`config.mk`:
```
export PLATFORM = sky130hd
export DESIGN_NAME = muldiv_unit
export DESIGN_NICKNAME = d
export VERILOG_FILES = /design/src/rtl/muldiv_unit.sv
export SDC_FILE = /design/constraint.sdc
export NUM_CORES = 1
export LEC_CHECK = 0
export BUFFER_PORTS_ARGS = -buffer_cell sky130_fd_sc_hd__buf_2
export CAP_MARGIN = 20
export CORE_MARGIN = 3
export CORE_UTILIZATION = 45
export DETAILED_ROUTE_END_ITERATION = 10
export PLACE_DENSITY = 0.63
export SLEW_MARGIN = 20
export SYNTH_ARGS = -nofsm -noshare
export SYNTH_HDL_FRONTEND = slang
export SYNTH_SLANG_ARGS = --single-unit
```
`constraint.sdc`:
```
create_clock -name clk -period 5.1 [get_ports clk]
set_input_delay 1.02 -clock clk [delete_from_list [all_inputs] [get_ports clk]]
set_output_delay 1.02 -clock clk [all_outputs]
set_load 0.01 [all_outputs]
```
`src/rtl/muldiv_unit.sv`:
```
// Iterative RV32M multiply/divide unit: shift-add multiply, restoring divide, one bit per cycle.
// Optional MULDIV_FAST_MUL_EN replaces the iterative multiply with a single-cycle combinational product.
module muldiv_unit #(
  parameter int DATA_WIDTH = 32
) (
  input  logic                  clk,
  input  logic                  rst_n,
  input  logic                  start,
  input  logic                  kill,
  input  logic [2:0]            funct3,
  input  logic [DATA_WIDTH-1:0] op_a,
  input  logic [DATA_WIDTH-1:0] op_b,
  input  logic [4:0]            rd_in,
  output logic                  busy,
  output logic                  done,
  output logic [DATA_WIDTH-1:0] result,
  output logic [4:0]            rd_out
);

  localparam int W  = DATA_WIDTH;
  localparam int CW = $clog2(W) + 1;
  localparam logic [CW-1:0] LAST = CW'(W - 1);

  localparam logic [1:0] S_IDLE = 2'd0;
  localparam logic [1:0] S_CALC = 2'd1;
  localparam logic [1:0] S_FIX  = 2'd2;
  localparam logic [1:0] S_DONE = 2'd3;

  logic [1:0]     state;
  logic [CW-1:0]  cnt;
  logic [2:0]     op;
  logic [4:0]     rd_hold;
  logic [2*W-1:0] acc;
  logic [W-1:0]   opnd;
  logic           neg;

  // Operand conditioning at the start edge
  logic         a_signed, b_signed, sign_a, sign_b;
  logic [W-1:0] abs_a, abs_b;
  logic         is_div, div_zero, div_ovf, start_neg;

  always_comb begin
    a_signed  = (funct3 == 3'b001) || (funct3 == 3'b010) || (funct3 == 3'b100) || (funct3 == 3'b110);
    b_signed  = (funct3 == 3'b001) || (funct3 == 3'b100) || (funct3 == 3'b110);
    sign_a    = a_signed & op_a[W-1];
    sign_b    = b_signed & op_b[W-1];
    abs_a     = sign_a ? -op_a : op_a;
    abs_b     = sign_b ? -op_b : op_b;
    is_div    = funct3[2];
    div_zero  = is_div && (op_b == '0);
    div_ovf   = is_div && !funct3[0] && (op_a == {1'b1, {(W-1){1'b0}}}) && (op_b == '1);
    // Remainder takes the dividend's sign; product and quotient take the XOR.
    start_neg = (is_div && funct3[1]) ? sign_a : (sign_a ^ sign_b);
  end

`ifdef MULDIV_FAST_MUL_EN
  logic [2*W-1:0] fast_a, fast_b, fast_prod;
  always_comb begin
    fast_a    = {{W{sign_a}}, op_a};
    fast_b    = {{W{sign_b}}, op_b};
    fast_prod = fast_a * fast_b;
  end
`endif

  // One iteration of each algorithm; acc is {hi, lo}
  logic [W:0]     mul_sum, rem_sh, rem_diff;
  logic           q_bit;
  logic [2*W-1:0] mul_next, div_next;

  always_comb begin
    mul_sum  = {1'b0, acc[2*W-1:W]} + (acc[0] ? {1'b0, opnd} : '0);
    mul_next = {mul_sum, acc[W-1:1]};
    rem_sh   = {acc[2*W-1:W], acc[W-1]};
    rem_diff = rem_sh - {1'b0, opnd};
    q_bit    = !rem_diff[W];
    div_next = {(q_bit ? rem_diff[W-1:0] : rem_sh[W-1:0]), acc[W-2:0], q_bit};
  end

  // Sign fix-up and output selection
  logic [2*W-1:0] mul_full;
  logic [W-1:0]   quot, remv, fix_res;

  always_comb begin
    mul_full = neg ? -acc : acc;
    quot     = neg ? -acc[W-1:0] : acc[W-1:0];
    remv     = neg ? -acc[2*W-1:W] : acc[2*W-1:W];
    case (op)
      3'b000:                 fix_res = mul_full[W-1:0];
      3'b001, 3'b010, 3'b011: fix_res = mul_full[2*W-1:W];
      3'b100, 3'b101:         fix_res = quot;
      default:                fix_res = remv;
    endcase
  end

  always_ff @(posedge clk or negedge rst_n) begin
    if (!rst_n) begin
      state   <= S_IDLE;
      cnt     <= '0;
      op      <= '0;
      rd_hold <= '0;
      acc     <= '0;
      opnd    <= '0;
      neg     <= 1'b0;
      busy    <= 1'b0;
      done    <= 1'b0;
      result  <= '0;
      rd_out  <= '0;
    end else begin
      done <= 1'b0;
      if (kill) begin
        state <= S_IDLE;
        busy  <= 1'b0;
      end else begin
        case (state)
          S_IDLE, S_DONE: begin
            if (start) begin
              op      <= funct3;
              rd_hold <= rd_in;
              cnt     <= '0;
              busy    <= 1'b1;
              // Special cases preload {remainder, quotient} so FIX needs no negate.
              if (div_zero) begin
                acc   <= {op_a, {W{1'b1}}};
                neg   <= 1'b0;
                state <= S_FIX;
              end else if (div_ovf) begin
                acc   <= {{W{1'b0}}, 1'b1, {(W-1){1'b0}}};
                neg   <= 1'b0;
                state <= S_FIX;
`ifdef MULDIV_FAST_MUL_EN
              end else if (!is_div) begin
                acc   <= fast_prod;
                neg   <= 1'b0;
                busy  <= 1'b0;
                state <= S_FIX;
`endif
              end else begin
                acc   <= {{W{1'b0}}, (is_div ? abs_a : abs_b)};
                opnd  <= is_div ? abs_b : abs_a;
                neg   <= start_neg;
                state <= S_CALC;
              end
            end else begin
              state <= S_IDLE;
            end
          end
          S_CALC: begin
            acc <= op[2] ? div_next : mul_next;
            cnt <= cnt + 1'b1;
            if (cnt == LAST) state <= S_FIX;
          end
          S_FIX: begin
            result <= fix_res;
            rd_out <= rd_hold;
            done   <= 1'b1;
            busy   <= 1'b0;
            state  <= S_DONE;
          end
          default: state <= S_IDLE;
        endcase
      end
    end
  end

endmodule

```
## After elaboration in Yosys (flattened, before gate mapping)

Cells that the tools add are included.

- Add/sub/neg operators: 8
- Eq/ne operators: 18
- Mux-type cells: 31
- Bitwise operators: 6
- Reductions and logical operators: 25

Operators with widths:

| kind | count |
|---|---|
| $mux W32 | 9 |
| $mux W64 | 4 |
| $neg A32 Y32 | 4 |
| $pmux W64 S2 | 1 |
| $pmux W32 S3 | 1 |
| $eq A32 B32 Y1 const B | 2 |
| $neg A64 Y64 | 1 |
| $add A32 B32 Y33 | 1 |
| $sub A33 B32 Y33 | 1 |
| $logic_not A32 Y1 | 1 |
| $eq A3 B3 Y1 const B | 4 |
| $pmux W6 S2 | 1 |
| $mux W2 | 5 |
| $eq A3 B2 Y1 const B | 3 |
| $mux W1 | 7 |
| $add A6 B1 Y6 const B | 1 |
| $eq A3 B1 Y1 const B | 2 |
| $eq A6 B5 Y1 const B | 1 |
| $mux W6 | 1 |
| $ne A3 B3 Y1 const B | 2 |
| $pmux W2 S3 | 1 |
| $reduce_and A3 Y1 | 2 |
| $logic_and A1 B1 Y1 | 5 |
| $logic_or A1 B1 Y1 | 5 |
| 16 further kinds | 23 |

- Register bits: 152
- Input port bits: 76
- Output and inout bits: 39
- Word-level logic and storage cells: 99

## Longest topological paths before layout

Gate-level depths: netlist of the first run.

- Word-level depth: 11
- Mapped depth: 14
- Depth with buffers taken out: 12

## Worst setup path before layout of the first run

OpenSTA, ideal clock, no wires.

- Kind: register to register
- From: register acc[0]
- To: register acc[63]
- Library setup time: 122 ps
- Arrival: 3306 ps
- Required time: 4978 ps
- Path slack: 1671 ps
- Cell stages (with the launch flop): 14
- Path buffers: 1
- Clock period less this slack: 3429 ps
- Cell sequence: dfrtp_1 -> inv_1 -> clkbuf_1 -> nor2_1 -> ha_1 -> a211oi_1 -> nor2_1 -> o311a_1 -> a211oi_2 -> a21oi_2 -> a21o_1 -> and3b_1 -> or4b_1 -> a2bb2oi_1

- Word-level cells in the longest chain between the ends: 4

RTL lines:

| element | RTL line | RTL |
|---|---|---|
| from (decl) | 33 | `logic [2*W-1:0] acc;` |
| from (signal assigned) | 123 | `acc <= {op_a, {W{1'b1}}};` |
| from (signal assigned) | 127 | `acc <= {{W{1'b0}}, 1'b1, {(W-1){1'b0}}};` |
| from (signal assigned) | 138 | `acc <= {{W{1'b0}}, (is_div ? abs_a : abs_b)};` |
| $mux W32 | 71 | `mul_sum = {1'b0, acc[2*W-1:W]} + (acc[0] ? {1'b0, opnd} : '0);` |
| $add A32 B32 Y33 | 71 |  |
| $mux W64 | 148 | `acc <= op[2] ? div_next : mul_next;` |
| $pmux W64 S2 | 114 | `case (state)` |

Every way passes these cells.
A chain may end at the register's enable or synchronous reset.

## Worst setup path in the final report of the first run

Ends and elaborated chain as after synthesis.

==> results of run 1 <==
[worst reg2reg max path, stage by stage (launching register included)]
cell	delay [ns]
dfrtp_1	0.46
inv_1	0.54
nor2_1	0.19
fa_1	0.46
a21o_1	0.23
a31oi_1	0.28
nor4_1	0.12
a211oi_2	0.40
a21oi_2	0.17
a21o_1	0.26
and3b_1	0.20
or4b_1	0.52
a2bb2oi_1	0.14
[where the power goes]
group          internal [µW]  total, µW  switching, µW
Combinational           2870       7820           4950
Clock                    728       1290            559
Sequential              1740       2600            862
[cell families (layout without fill, tap and decap cells)]
kind of cell	Yosys count	in the layout
compound gates	679	679
buf+inv	203	245
xor+xnor	170	170
simple gates	696	696
mux	71	71
flops	152	152
fa+ha+maj	74	74
[final timing paths]
check,from,end,slack [ns],cells past startpoint
worst max-delay path,acc[0],acc[63],1.00,12
worst min-delay path,rd_hold[4],rd_out[4],0.46,2
worst max register to register,acc[0],acc[63],1.00,12
worst min register to register,rd_hold[4],rd_out[4],0.46,2
max in group asynchronous,rst_n,op[2],3.58,2
min in group asynchronous,rst_n,rd_out[4],0.63,1
[cell usage after synthesis (5+ instances only)]
library cell	count	share of area
nand2_1	265	0.064
a21oi_1	187	0.060
nor2_1	173	0.042
o21ai_0	158	0.051
dfrtp_1	152	0.24
clkbuf_1	96	0.023
xnor2_1	95	0.053
xor2_1	75	0.042
ha_1	72	0.058
inv_1	65	0.016
mux2i_1	52	0.033
nor3_1	47	0.015
a21o_1	43	0.021
nand3_1	35	0.011
o31ai_1	30	0.014
a221oi_1	28	0.016
a211oi_1	24	0.012
a31oi_1	24	0.0096
o21ai_1	24	0.0077
o211ai_1	21	0.010
or3_1	21	0.0084
buf_2	19	0.0061
nand2b_1	19	0.0076
mux2_2	17	0.012
nand4_1	17	0.0068
nor4_1	17	0.0068
or4_1	15	0.0072
and2_1	14	0.0056
o41ai_1	14	0.0079
o22ai_1	13	0.0052
and3_1	12	0.0048
buf_1	11	0.0027
or2_2	11	0.0044
o21a_1	10	0.0048
a211o_1	8	0.0045
o21bai_1	8	0.0039
o221ai_1	8	0.0045
a22oi_1	7	0.0034
or4_4	7	0.0051
o221a_2	6	0.0043
a221o_1	5	0.0032
buf_4	5	0.0024
nor3b_1	5	0.0024
o31a_1	5	0.0028
[registers in the layout, summed over array words and instances, names as in the netlist, 2 cells and up]
signal / flops
acc: 64
cnt: 6
op: 3
opnd: 32
rd_hold: 5
rd_out: 5
result: 32
state: 2
[layout make-up]
type                    count  area, µm²
clock buffers              24        492
flip-flops and latches    152       3810
clock inverters             8       85.1
multi-input cells        1690      11000
fillers                  3338      16800
repair buffers            146        830
inverters                  67        251
well taps                 448        561
[cell usage in the layout, fill, tap and decap left out, types with 15 or more instances in the layout]
master	count
nand2_1	265
a21oi_1	186
nor2_1	172
o21ai_0	158
dfrtp_1	150
buf_2	113
xnor2_1	95
xor2_1	75
ha_1	71
inv_1	65
mux2i_1	52
nor3_1	46
a21o_1	42
nand3_1	35
buf_4	31
o31ai_1	30
a221oi_1	28
o21ai_1	24
a31oi_1	24
a211oi_1	24
or3_1	21
o211ai_1	21
nand2b_1	18
nor4_1	17
nand4_1	17
mux2_2	17
clkbuf_16	17
or4_1	15
[metrics by stage]
stage	total power (µW)	worst slack [ns]
detailed placement	10200	0.797
global placement	10100	0.882
CTS	11500	1.09
floorplan	7770	1.67
finish	11700	1.00
global route	12500	0.770
[per-layer routing]
layer / up-vias / wire length (µm) / GRT usage
met3: 126 / 5410 / 0.0641
met1: 7817 / 27200 / 0.471
met5: - / 0 / 0
met2: 826 / 26200 / 0.491
met4: 0 / 3150 / 0.155
li1: 7544 / - / -
==> metrics.csv, run 1 <==
metric;value;unit
Die X;192;µm
simple-gate portion of the synthesized area;0.219;
synthesized flop and latch total;152;
mux contribution to synthesized area;0.0472;
fin area;0.0170;mm²
Tcrit/Tclk final;0.804;
Detailed Routing Iterations Pass 1;6;
Critical Setup Path Class;reg -> reg;
post-synthesis xor/xnor area fraction;0.0956;
Mapped Cells;2045;
detailed placer's ending HPWL;47800;µm
worst-case clock buffer depth;2;
Avg Vias per Cell;6.44;
GR Overflow Total;0;
Worst-Margin Slew;1.17;ns
CTS tree;done;
initial detailed-routing violation count;2146;
WP buf/inv;1;
post-synthesis adder-cell area fraction;0.0604;
Syn Nets;2195;
Leak;0.00734;µW
status;finished clean;
RSZ-0062 raised after global routing;no;
Port Buffer Count;114;
maximum vdd ir drop;0.000318;V
CTS Hold Buffers Added;0;
Worst-path clk slew;0.07;ns
CP Capture Type;register;
hold_ws;0.460;ns
CP arrival;4.44;ns
clock net sink count;152;
Core Rows;67;
Detailed Route WL;62000;µm
via count;16300;
final setup fails;0;
Cell variety after synth;96;
routed len/inst;24.4;µm
register area share after synthesis;0.244;
largest family of logic cells by synthesized area;compound AO/OA/AOI/OAI gates;
n_diodes;0;
final hold violations;0;
Cell Area, Synth;0.0156;mm²
first-pass GRT wire length;93100;µm
Core ar.;0.0338;mm²
Die ar.;0.0369;mm²
# DRC;0;
Initial Util;0.461;
largest net degree at the start of global routing;89;
Routability Congestion;0.989;
Final min period;4.10;ns
GRT Total Usage;0.334;
CP max-delay cell;inv_1;
number of CTS-inserted buffers;17;
Post-Route Skew;0.0144;ns
Ys Warns;0;
clock latency at the later pin of the worst-skew pair;0.46;ns
pwr/cell area;689;mW/mm²
setup_tns;0;ns
placed inst area;0.0164;mm²
crit start category;register;
Inst Count DP;2503;
nets;2224;
headroom to the max-slew limit;0.216;
postcts setup bufs;0;
share of post-route cells with drive strength above 1;0.123;
vias in the first global route;15100;
Max Freq;0.244;GHz
Avg Inst Size Synth;7.61;µm²
Max Cap Viol;0;
post_cts resized;0;
root buffer cell;clkbuf_16;
Area growth syn-to-layout;9.06;%
die height;192;µm
Hold Path Class;reg -> reg;
WP data required;5.44;ns
Post-synth EDFFs;0;
compound-cell area share of the yosys netlist;0.280;
ANT nets after route;0;
Post-synth ARST share;1.00;
fin. max-slew vios;0;
htree depth;4;
crit path cell chain;inv_1, nor2_1, fa_1, a21o_1, a31oi_1, nor4_1, a211oi_2, a21oi_2, a21o_1, and3b_1, or4b_1, a2bb2oi_1;
initial antenna violation count;0;
critical path's top delay family;compound AO/OA/AOI/OAI gates;
final std cells w/o fill;2535;
Largest stage delay, worst path;0.54;ns
ys flop type;dfrtp_1;
fin util;0.503;
crit path max fanout;18;
Boundary Pins;115;
cell mode on critical path;a21o_1;
Note: power is estimated with default switching activity, not from simulation.
==> inputs of run 2 (changes only) <==
--- a/config.mk
+++ b/config.mk
@@ -5,12 +5,13 @@
 export SDC_FILE = /design/constraint.sdc
 export NUM_CORES = 1
 export LEC_CHECK = 0
+export ABC_AREA = 1
 export BUFFER_PORTS_ARGS = -buffer_cell sky130_fd_sc_hd__buf_2
 export CAP_MARGIN = 20
 export CORE_MARGIN = 3
 export CORE_UTILIZATION = 45
 export DETAILED_ROUTE_END_ITERATION = 10
-export PLACE_DENSITY = 0.63
+export PLACE_DENSITY = 0.65
 export SLEW_MARGIN = 20
 export SYNTH_ARGS = -nofsm -noshare
 export SYNTH_HDL_FRONTEND = slang
==> constraint.sdc (replaced) <==
create_clock -name clk -period 3.45 [get_ports clk]
set_input_delay 0.69 -clock clk [delete_from_list [all_inputs] [get_ports clk]]
set_output_delay 0.69 -clock clk [all_outputs]
set_load 0.01 [all_outputs]
==> run 2 against run 1 <==
Net effect: count of clock-buffer cells in the layout decreased by 6; synthesized area increased by 23%; register-to-register slack got worse by 0.70 ns; critical path type unchanged; critical path depth increased by 7; total power increased by 86%; clock skew increased by 0.0097 ns; global-route usage increased by 1.5 points; highest routed layer unchanged.
==> metrics.csv, run 2 <==
metric;value;unit;change
headroom to the max-slew limit;0.309;;+0.0925
largest net degree at the start of global routing;102;;+15%
CP Capture Type;register;;
hold_ws;0.218;ns;-0.242 ns
Flop pwr share;0.170;;-0.052
Core Rows;74;;+10%
Detailed Route WL;79500;µm;+28%
htree depth;4;;unchanged
GRT Total Usage;0.349;;+0.0152
post-synthesis adder-cell area fraction;0.0491;;-0.0113
Critical Setup Path Class;reg -> reg;;
ANT nets after route;0;;unchanged
clock net sink count;152;;unchanged
Max Cap Viol;0;;unchanged
Routability Congestion;1.02;;+3.2%
Core ar.;0.0414;mm²;+23%
share of post-route cells with drive strength above 1;0.0806;;-0.0421
top cell type by total area after synthesis;nand2_1;;
Port Buffer Count;114;;unchanged
synth cell count leaders;nand2_1 (1244), inv_1 (497), nor2_1 (402), nand3_1 (331), a21oi_1 (198);;
Clk network pwr share;0.093;;-0.017
Net Sw Power;13200;µW;+110%
register area share after synthesis;0.199;;-0.0457
status;finished clean;;
worst reg2reg path endpoint;acc[59];;
final setup fails;0;;unchanged
ys flop type;dfrtp_1;;
final hold violations;0;;unchanged
Sw Share;0.606;;+0.0617
Mapped Cells;3521;;+72%
Area growth syn-to-layout;9.81;%;
Syn Nets;3671;;+67%
simple-gate portion of the synthesized area;0.453;;+0.234
leading cell type in the layout, fill and taps excluded;nand2_1;;
initial detailed-routing violation count;2995;;+40%
Boundary Pins;115;;unchanged
Post-synth EDFFs;0;;unchanged
vias in the first global route;20500;;+36%
Highest Signal Layer;met4;;
Worst-path clk slew;0.07;ns;about the same
postcts setup bufs;0;;unchanged
post_cts resized;0;;unchanged
maximum vdd ir drop;0.000739;V;+130%
share of the synthesized area in the top cell type;0.244;;-0.000453
CTS tree;done;;
Worst-Margin Slew;1.04;ns;-0.134 ns
crit start category;register;;
n_diodes;0;;unchanged
Tcrit/Tclk final;0.913;;+0.109
commonest non-fill, non-tap cells in the layout;nand2_1 (1244), inv_1 (497), nor2_1 (401);;
CTS Hold Buffers Added;0;;unchanged
worst-case clock buffer depth;2;;unchanged
WP data required;3.84;ns;-1.60 ns
first-pass GRT wire length;121000;µm;+29%
compound-cell area share of the yosys netlist;0.145;;-0.135
Ys Warns;0;;unchanged
Cell Area, Synth;0.0191;mm²;+23%
Die ar.;0.0451;mm²;+22%
initial antenna violation count;2;;+2
RSZ-0062 raised after global routing;no;;
# DRC;0;;unchanged
Initial Util;0.463;;+0.00182
top post-synthesis cells by area;nand2_1 (24%), dfrtp_1 (20%), inv_1 (9.7%);;
Final min period;3.15;ns;-0.949 ns
Avg Inst Size Synth;5.44;µm²;-29%
Cell variety after synth;49;;-49%
GR Overflow Total;0;;unchanged
clock latency at the later pin of the worst-skew pair;0.47;ns;about the same
Avg Vias per Cell;5.53;;-14%
die height;212;µm;+11%
largest family of logic cells by synthesized area;simple AND/OR/NAND/NOR gates;;
Die X;212;µm;+11%
Post-Route Skew;0.0242;ns;+0.00975 ns
Largest Register;acc;;
fin. max-slew vios;0;;unchanged
pwr/cell area;1030;mW/mm²;+50%
cell depth of the worst flop-to-flop path;19;;+7
met3 WL;8930;µm;+65%
max FFs per register;64;;unchanged
post-synthesis xor/xnor area fraction;0.0265;;-0.0691
top-count cell post-synth;nand2_1;;
M1 WL;34500;µm;+27%
Leak;0.0118;µW;+61%
mux contribution to synthesized area;0;;-0.0472
via count;22900;;+40%
Pint;8570;µW;+61%
setup_tns;0;ns;unchanged
Met2 Wirelength;32000;µm;+22%
Post-synth ARST share;1.00;;unchanged
Detailed Routing Iterations Pass 1;6;;unchanged
routed len/inst;19.2;µm;-21%
synthesized flop and latch total;152;;unchanged
crit path max fanout;33;;+15
Reg2Reg Setup Slack;0.30;ns;-0.70 ns
detailed placer's ending HPWL;64100;µm;+34%
root buffer cell;clkbuf_16;;
number of CTS-inserted buffers;17;;unchanged
Gate power share;0.736;;+0.068
Hold Path Class;in -> async;;
Max Freq;0.317;GHz;+30%
CP arrival;3.54;ns;-0.90 ns
RR Startpoint;opnd[0];;
nets;3748;;+69%
Largest regs;acc: 64 flops, opnd: 32 flops, result: 32 flops;;
## run 2: cell type report
cell class              count  area, µm²
multi-input cells        2733      12900
fillers                  4543      20400
well taps                 532        666
flip-flops and latches    152       3810
repair buffers            180       1100
clock buffers              18        439
clock inverters            14        174
inverters                 514       1930
## run 2: cell families after synthesis
group	after synthesis
compound gates	497
xor+xnor	58
fa+ha+maj	74
buf+inv	636
flops	152
simple gates	2104
## run 2: power groups by stage
stage | Combinational, µW | Sequential, µW | Clock, µW
after global placement | 15500 | 3660 | 0
final | 16000 | 3710 | 2030
after CTS | 15600 | 3630 | 2050
after detailed placement | 15500 | 3660 | 0
after global routing | 17800 | 3760 | 2120
after floorplan | 10900 | 3340 | 0
## run 2: worst max-delay path by stage
stage	start	to	slack, ns	cells after the start
global placement	op_b[0]	acc[44]	0.36	13
floorplan	acc[0]	acc[61]	0.91	20
finish	opnd[0]	acc[59]	0.30	19
detailed placement	op_b[0]	acc[59]	0.37	13
global route	acc[32]	acc[59]	0.05	19
CTS	opnd[0]	acc[59]	0.36	19
## run 2: critical path, stage by stage, from the launching register on
cell	delay, ns
dfrtp_1	0.48
ha_1	0.26
fa_1	0.40
inv_1	0.09
nand3_1	0.07
nand2_1	0.19
nand2_1	0.08
nand2_1	0.14
nand2_1	0.07
nand2_1	0.09
nand2_1	0.09
nand2_1	0.09
nand2_2	0.19
nand2_4	0.38
nand2_1	0.11
nand2_1	0.08
nand2_1	0.04
nand2_1	0.10
nand2_1	0.05
nand2_1	0.08
## run 2: metal layers
| layer | vias up | global-route usage |
|---|---|---|
| met3 | 161 | 0.0732 |
| met4 | 0 | 0.162 |
| li1 | 11300 | - |
| met5 | - | 0 |
| met1 | 10200 | 0.500 |
| met2 | 1216 | 0.500 |
## run 2: stage by stage
stage	utilization	worst slack (ns)	instance area, µm²	instances	power (µW)
finish	0.508	0.299	21000	4143	21800
global placement	0.493	0.360	20400	4111	19100
CTS	0.508	0.355	21000	4143	21200
floorplan	-	0.913	19100	3521	14200
global route	0.508	0.0456	21000	4143	23700
detailed placement	0.493	0.367	20400	4111	19100
